File: src/rtl/motion_pkg.sv
// Shared types and width helpers for the object motion engine.
package motion_pkg;

    localparam int WIDTH_DEF   = 640;
    localparam int HEIGHT_DEF  = 480;
    localparam int FRAC_DEF    = 8;
    localparam int V_W_DEF     = 12;
    localparam int NUM_OBJ_DEF = 8;

    function automatic int coord_w(input int extent);
        return $clog2(extent);
    endfunction

    function automatic int pos_w(input int extent, input int frac);
        return $clog2(extent) + frac;
    endfunction

    function automatic int idx_w(input int num_obj);
        return $clog2(num_obj);
    endfunction

    localparam int X_PW_DEF = pos_w(WIDTH_DEF, FRAC_DEF);
    localparam int Y_PW_DEF = pos_w(HEIGHT_DEF, FRAC_DEF);

    typedef enum logic [1:0] {
        IDLE,
        SWEEP,
        DONE
    } fsm_t;

    // Slot layout for the default screen geometry.
    typedef struct packed {
        logic                      alive;
        logic [X_PW_DEF-1:0]       x;
        logic [Y_PW_DEF-1:0]       y;
        logic signed [V_W_DEF-1:0] vx;
        logic signed [V_W_DEF-1:0] vy;
    } obj_state_t;

endpackage

File: src/rtl/motion_wrap_axis.sv
// One axis of the integrator: fixed-point pos + vel with toroidal wrap onto [0, P).
module motion_wrap_axis #(
    parameter int P    = 640,
    parameter int PW   = 10,
    parameter int FRAC = 8,
    parameter int V_W  = 12
) (
    input  logic [PW+FRAC-1:0]   pos,
    input  logic signed [V_W-1:0] vel,
    output logic [PW+FRAC-1:0]   pos_nxt
);

    localparam int T_W = PW + FRAC + 2;
    localparam logic [T_W-FRAC-1:0] P_INT = (T_W-FRAC)'(P);
    localparam logic signed [T_W-1:0] SPAN = $signed({P_INT, {FRAC{1'b0}}});

    // Velocity is bounded below one screen span, so a single correction always lands in range.
    function automatic logic [PW+FRAC-1:0] wrap_add(input logic [PW+FRAC-1:0]   p,
                                                    input logic signed [V_W-1:0] v);
        logic signed [T_W-1:0] t;
        logic signed [T_W-1:0] r;
        t = $signed({2'b00, p}) + $signed({{(T_W-V_W){v[V_W-1]}}, v});
        if (t[T_W-1])
            r = t + SPAN;
        else if (t[T_W-1:FRAC] >= P_INT)
            r = t - SPAN;
        else
            r = t;
        return r[PW+FRAC-1:0];
    endfunction

    assign pos_nxt = wrap_add(pos, vel);

endmodule

File: src/rtl/obj_motion_engine.sv
// Time-multiplexed position/velocity integrator for NUM_OBJ screen objects, one slot per clock.
// Optional velocity drag is enabled by defining OBJ_DRAG_EN.
module obj_motion_engine
    import motion_pkg::*;
#(
    parameter int WIDTH      = 640,
    parameter int HEIGHT     = 480,
    parameter int NUM_OBJ    = 8,
    parameter int FRAC       = 8,
    parameter int V_W        = 12,
    parameter int DRAG_SHIFT = 6
) (
    input  logic                                clk,
    input  logic                                resetN,
    input  logic                                tick,
    input  logic                                ld_valid,
    input  logic                                ld_kill,
    input  logic [idx_w(NUM_OBJ)-1:0]           ld_idx,
    input  logic [pos_w(WIDTH, FRAC)-1:0]       ld_x,
    input  logic [pos_w(HEIGHT, FRAC)-1:0]      ld_y,
    input  logic signed [V_W-1:0]               ld_vx,
    input  logic signed [V_W-1:0]               ld_vy,
    input  logic [idx_w(NUM_OBJ)-1:0]           rd_idx,
    output logic [coord_w(WIDTH)-1:0]           rd_x,
    output logic [coord_w(HEIGHT)-1:0]          rd_y,
    output logic                                rd_alive,
    output logic                                busy,
    output logic                                sweep_done,
    output logic                                tick_ovr
);

    localparam int IDX_W = idx_w(NUM_OBJ);
    localparam int X_W   = coord_w(WIDTH);
    localparam int Y_W   = coord_w(HEIGHT);
    localparam int XP_W  = X_W + FRAC;
    localparam int YP_W  = Y_W + FRAC;
    localparam logic [IDX_W-1:0] LAST = IDX_W'(NUM_OBJ - 1);

    typedef struct packed {
        logic                  alive;
        logic [XP_W-1:0]       x;
        logic [YP_W-1:0]       y;
        logic signed [V_W-1:0] vx;
        logic signed [V_W-1:0] vy;
    } slot_t;

    slot_t                 slots [NUM_OBJ];
    slot_t                 cur;
    fsm_t                  state;
    logic [IDX_W-1:0]      ptr;
    logic                  pending;
    logic [XP_W-1:0]       x_nxt;
    logic [YP_W-1:0]       y_nxt;
    logic signed [V_W-1:0] vx_nxt;
    logic signed [V_W-1:0] vy_nxt;
    logic                  sweep_wr;

    // Small velocities still decay by one LSB so they reach exactly zero.
    function automatic logic signed [V_W-1:0] drag_step(input logic signed [V_W-1:0] v);
        logic signed [V_W-1:0] d;
        d = v >>> DRAG_SHIFT;
        if (d == '0 && v != '0)
            return v[V_W-1] ? v + V_W'(1) : v - V_W'(1);
        return v - d;
    endfunction

    assign cur = slots[ptr];

    motion_wrap_axis #(.P(WIDTH), .PW(X_W), .FRAC(FRAC), .V_W(V_W)) u_wrap_x (
        .pos     (cur.x),
        .vel     (cur.vx),
        .pos_nxt (x_nxt)
    );

    motion_wrap_axis #(.P(HEIGHT), .PW(Y_W), .FRAC(FRAC), .V_W(V_W)) u_wrap_y (
        .pos     (cur.y),
        .vel     (cur.vy),
        .pos_nxt (y_nxt)
    );

    always_comb begin
        vx_nxt = cur.vx;
        vy_nxt = cur.vy;
`ifdef OBJ_DRAG_EN
        vx_nxt = drag_step(cur.vx);
        vy_nxt = drag_step(cur.vy);
`endif
    end

    // A load to the slot under the sweep pointer wins; the sweep result is dropped.
    assign sweep_wr = (state == SWEEP) && cur.alive && !(ld_valid && ld_idx == ptr);

    always_ff @(posedge clk) begin
        if (!resetN) begin
            for (int i = 0; i < NUM_OBJ; i++)
                slots[i] <= '0;
            state      <= IDLE;
            ptr        <= '0;
            pending    <= 1'b0;
            busy       <= 1'b0;
            sweep_done <= 1'b0;
            tick_ovr   <= 1'b0;
            rd_x       <= '0;
            rd_y       <= '0;
            rd_alive   <= 1'b0;
        end else begin
            sweep_done <= 1'b0;
            case (state)
                IDLE: begin
                    if (tick || pending) begin
                        state   <= SWEEP;
                        ptr     <= '0;
                        busy    <= 1'b1;
                        pending <= pending && tick;
                    end
                end
                SWEEP: begin
                    if (ptr == LAST) begin
                        state      <= DONE;
                        busy       <= 1'b0;
                        sweep_done <= 1'b1;
                    end else begin
                        ptr <= ptr + 1'b1;
                    end
                end
                DONE:    state <= IDLE;
                default: state <= IDLE;
            endcase

            if (tick && state != IDLE) begin
                if (pending)
                    tick_ovr <= 1'b1;
                else
                    pending <= 1'b1;
            end

            if (sweep_wr)
                slots[ptr] <= '{alive: 1'b1, x: x_nxt, y: y_nxt, vx: vx_nxt, vy: vy_nxt};

            if (ld_valid) begin
                if (ld_kill)
                    slots[ld_idx].alive <= 1'b0;
                else
                    slots[ld_idx] <= '{alive: 1'b1, x: ld_x, y: ld_y, vx: ld_vx, vy: ld_vy};
            end

            rd_x     <= slots[rd_idx].x[XP_W-1:FRAC];
            rd_y     <= slots[rd_idx].y[YP_W-1:FRAC];
            rd_alive <= slots[rd_idx].alive;
        end
    end

endmodule

File: config.mk
export PLATFORM = sky130hd
export DESIGN_NAME = obj_motion_engine
export DESIGN_NICKNAME = d
export VERILOG_FILES = /design/src/rtl/motion_pkg.sv /design/src/rtl/motion_wrap_axis.sv /design/src/rtl/obj_motion_engine.sv
export SDC_FILE = /design/constraint.sdc
export NUM_CORES = 1
export LEC_CHECK = 0
export CAP_MARGIN = 20
export CORE_MARGIN = 3
export CORE_UTILIZATION = 41
export CTS_CLUSTER_SIZE = 24
export DETAILED_ROUTE_END_ITERATION = 7
export PLACE_DENSITY = 0.6
export SLEW_MARGIN = 25
export SYNTH_ARGS = -nofsm -noshare
export SYNTH_HDL_FRONTEND = slang
export SYNTH_SLANG_ARGS = --single-unit
export TNS_END_PERCENT = 20
File: constraint.sdc
create_clock -name clk -period 14.5 [get_ports clk]
set_clock_uncertainty 0.1 [all_clocks]
set_input_delay 4.35 -clock clk [delete_from_list [all_inputs] [get_ports clk]]
set_output_delay 4.35 -clock clk [all_outputs]
set_load 0.02 [all_outputs]
==> results.toml <==
[floorplanning]
die_h_um = 265
io_pins = 93
core_area_mm2 = 0.0661
die_area_mm2 = 0.0703
die_w_um = 265
start_util_pct = 41.7
rows = 94

[sta]
max_freq_mhz = 130
finalSetupViolCount = 0
worst_hold_slack_ns = 0.364
tightest_slew_ns = 1.09
rsz0062_at_grt = "false"
finalHoldViolations = 0
maxSlewViolCount = 0
min_period_ns = 7.67
period_share_pct = 52.9
relSlewSlack_pct = 27.7
setup_tns_ns = 0

[yosys]
netlist_area_mm2 = 0.0275
synth-main-ff-cell = "edfxtp_1"
ys_seq_area_share_pct = 54.7
ys_ff_latch = 512
async_flop_share_pct = 0
yosysTopAreaCell = "edfxtp_1"
avgSynthCellArea_um2 = 12.5
synth_edf_count = 480
ys_warn_count = 0
syn_nets = 2313
synth.area.top_cells = "edfxtp_1, mux4_2, o21ai_0"
ys_types = 68
synth_top_cell_area_share_pct = 52.4
syn_inst = 2198

[clock_network]
clock_path_buffers = 3
cts_sinks = 512
post-cts-setup-buffers = 0
clk_pin_slew_ns = 0.06
clockRootBuffer = "clkbuf_16"
post_cts_resized = 0
tritoncts = "built"
htree_num_levels = 2
holdBufCountCts = 0
cts-buffers-inserted = 57
clk_latency_ns = 0.62

[worst_setup_path]
crit_required_ns = 14.63
start_kind = "primary input"
cp_top_family = "simple AND/OR/NAND/NOR gates"
slowest_stage = "buf_4"
crit_buf_inv = 3
path_cells = "buf_2 -> buf_4 -> nand2_1 -> or3_1 -> nor2_4 -> nand3b_1 -> buf_4"
crit_top_cell = "buf_4"
worstPathArrival_ns = 7.79
worstSetupEndpointType = "flop"
critical_path_class = "primary input to flop"
critPathMaxStageDelay_ns = 0.80
cp_max_fo = 45

[detailed_routing]
wl_met2_um = 41700
drt_iter0_markers = 2216
drt-pass1-iter-count = 5
vias_per_cell = 6.29
vias = 19400
detail_route.wirelength_um = 84900
drc_errors = 0
wire_per_inst_um = 27.5
ant_nets = 0
top_layer_used = "met5"
drt-met1-wl_um = 33500
wl_met3_um = 7190

[final_layout]
final_util_pct = 47.0
drive_gt1_share_pct = 17.0
fin_area_mm2 = 0.0311
area_growth_pct = 12.9
layout_commonest_cell = "edfxtp_1"
nets = 2291
layout_common_cells = "edfxtp_1, nand2_1, o21ai_0, a22o_1, mux4_2"
fillers = 5779

[power_and_ir_drop]
finalPower_mw = 3.81
power_density_mw_per_mm2 = 123
power.leakage_nw = 10.4
peakVddDrop_uv = 81.8

[global_route]
antenna_found_initial = 1
grt_first_pass_wirelength_um = 127000
grt_use_total_pct = 23.9
grt_start_max_net_pins = 86
grt_pass1_vias = 19800
overflow = 0

[min_path]
hp-class = "flop to flop"

[placed_design]
placed_area_mm2 = 0.0292
hpwl_um = 48600
gp_congestion = 0.790
port_buffers = 92

[flow_run]
cap_violations = 0

[status]
status = "completed"
==> per-layer routing <==
layer,vias up,GRT usage (%)
met5,-,0
met4,2,8.23
met3,162,3.79
met2,981,40.6
met1,9867,31.3
li1,8405,-
==> worst register-to-register path, cell delays in order, from the launching register on <==
cell       delay, ns
dfxtp_4         0.67
buf_4           0.71
mux4_2          0.63
mux2i_1         0.60
inv_1           0.17
ha_1            0.27
inv_1           0.09
fa_1            0.21
and2b_1         0.21
o2111ai_1       0.37
a21oi_1         0.16
nor2_1          0.22
o21ai_0         0.13
xnor2_1         0.73
and3_1          0.31
and2b_1         0.20
a311oi_2        0.52
o21ai_0         0.19
==> flip-flops by register name (all words and copies together) (netlist names), named ones only <==
signal	flops
sweep_done	1
pending	1
slots	480
rd_alive	1
rd_y	9
tick_ovr	1
ptr	3
state	2
rd_x	10
busy	1
==> synthesized netlist by cell type, types with 3 or more instances <==
master / count
edfxtp_1: 480
nand2_1: 342
o21ai_0: 312
a22o_1: 171
mux4_2: 160
clkbuf_1: 131
buf_1: 87
mux2i_1: 49
nor2_1: 48
inv_1: 44
ha_1: 43
mux2_2: 34
dfxtp_1: 32
a21oi_1: 31
nor2b_1: 27
xnor2_1: 24
o211ai_1: 13
nand3_1: 11
nor3_1: 10
o21ai_1: 10
xor2_1: 9
a31oi_1: 8
a32o_1: 8
nand2b_1: 8
or3_1: 8
a21o_1: 7
o21a_1: 7
nand3b_1: 6
nand4_1: 6
and2_1: 5
or2_2: 5
a211o_1: 4
a21boi_0: 4
a22oi_1: 4
a211oi_1: 3
and3_1: 3
==> per-stage QoR <==
step | setup WS (ns) | std cells
finish | 6.83 | 3088
global route | 6.65 | 3087
detailed placement | 5.95 | 2978
CTS | 6.58 | 3084
floorplan | 6.71 | 2198
global placement | 6.03 | 2977
==> power by group <==
part,switching (mW),leakage (nW),internal [mW],total [mW]
Clock,0.607,0.904,0.834,1.44
Combinational,0.412,4.47,0.227,0.639
Sequential,0.0336,5.05,1.70,1.73
Total,1.05,10.4,2.76,3.81
==> logic make-up after synthesis <==
kind of cell	count (synthesis)	synth area share (%)
AO/OA/AOI/OAI	610	14.6
flip-flops	512	54.7
AND/OR/NAND/NOR	486	7.49
buffers and inverters	265	3.62
multiplexers	244	16.3
adder cells (fa/ha/maj)	45	2.10
XOR/XNOR	36	1.23
==> area by class of cell <==
cell class,count,area (um^2),share of cell area [%]
multi-input cells,1421,11600,37.3
well taps,864,1080,3.48
clock inverters,31,228,0.733
diodes,1,2.50,0.00805
inverters,45,169,0.544
repair buffers,139,1310,4.23
flip-flops and latches,512,15100,48.5
clock buffers,75,1620,5.21
==> final timing paths <==
check / start / endpoint / slack [ns] / cells past startpoint
setup / recovery: resetN / slots[2][47] / 6.83 / 7
hold / removal: tick_ovr / tick_ovr / 0.36 / 1
setup reg to reg: flop / slots[2][37] / 7.72 / 17
hold reg to reg: tick_ovr / tick_ovr / 0.36 / 1
(Power assumes the default switching activity.)
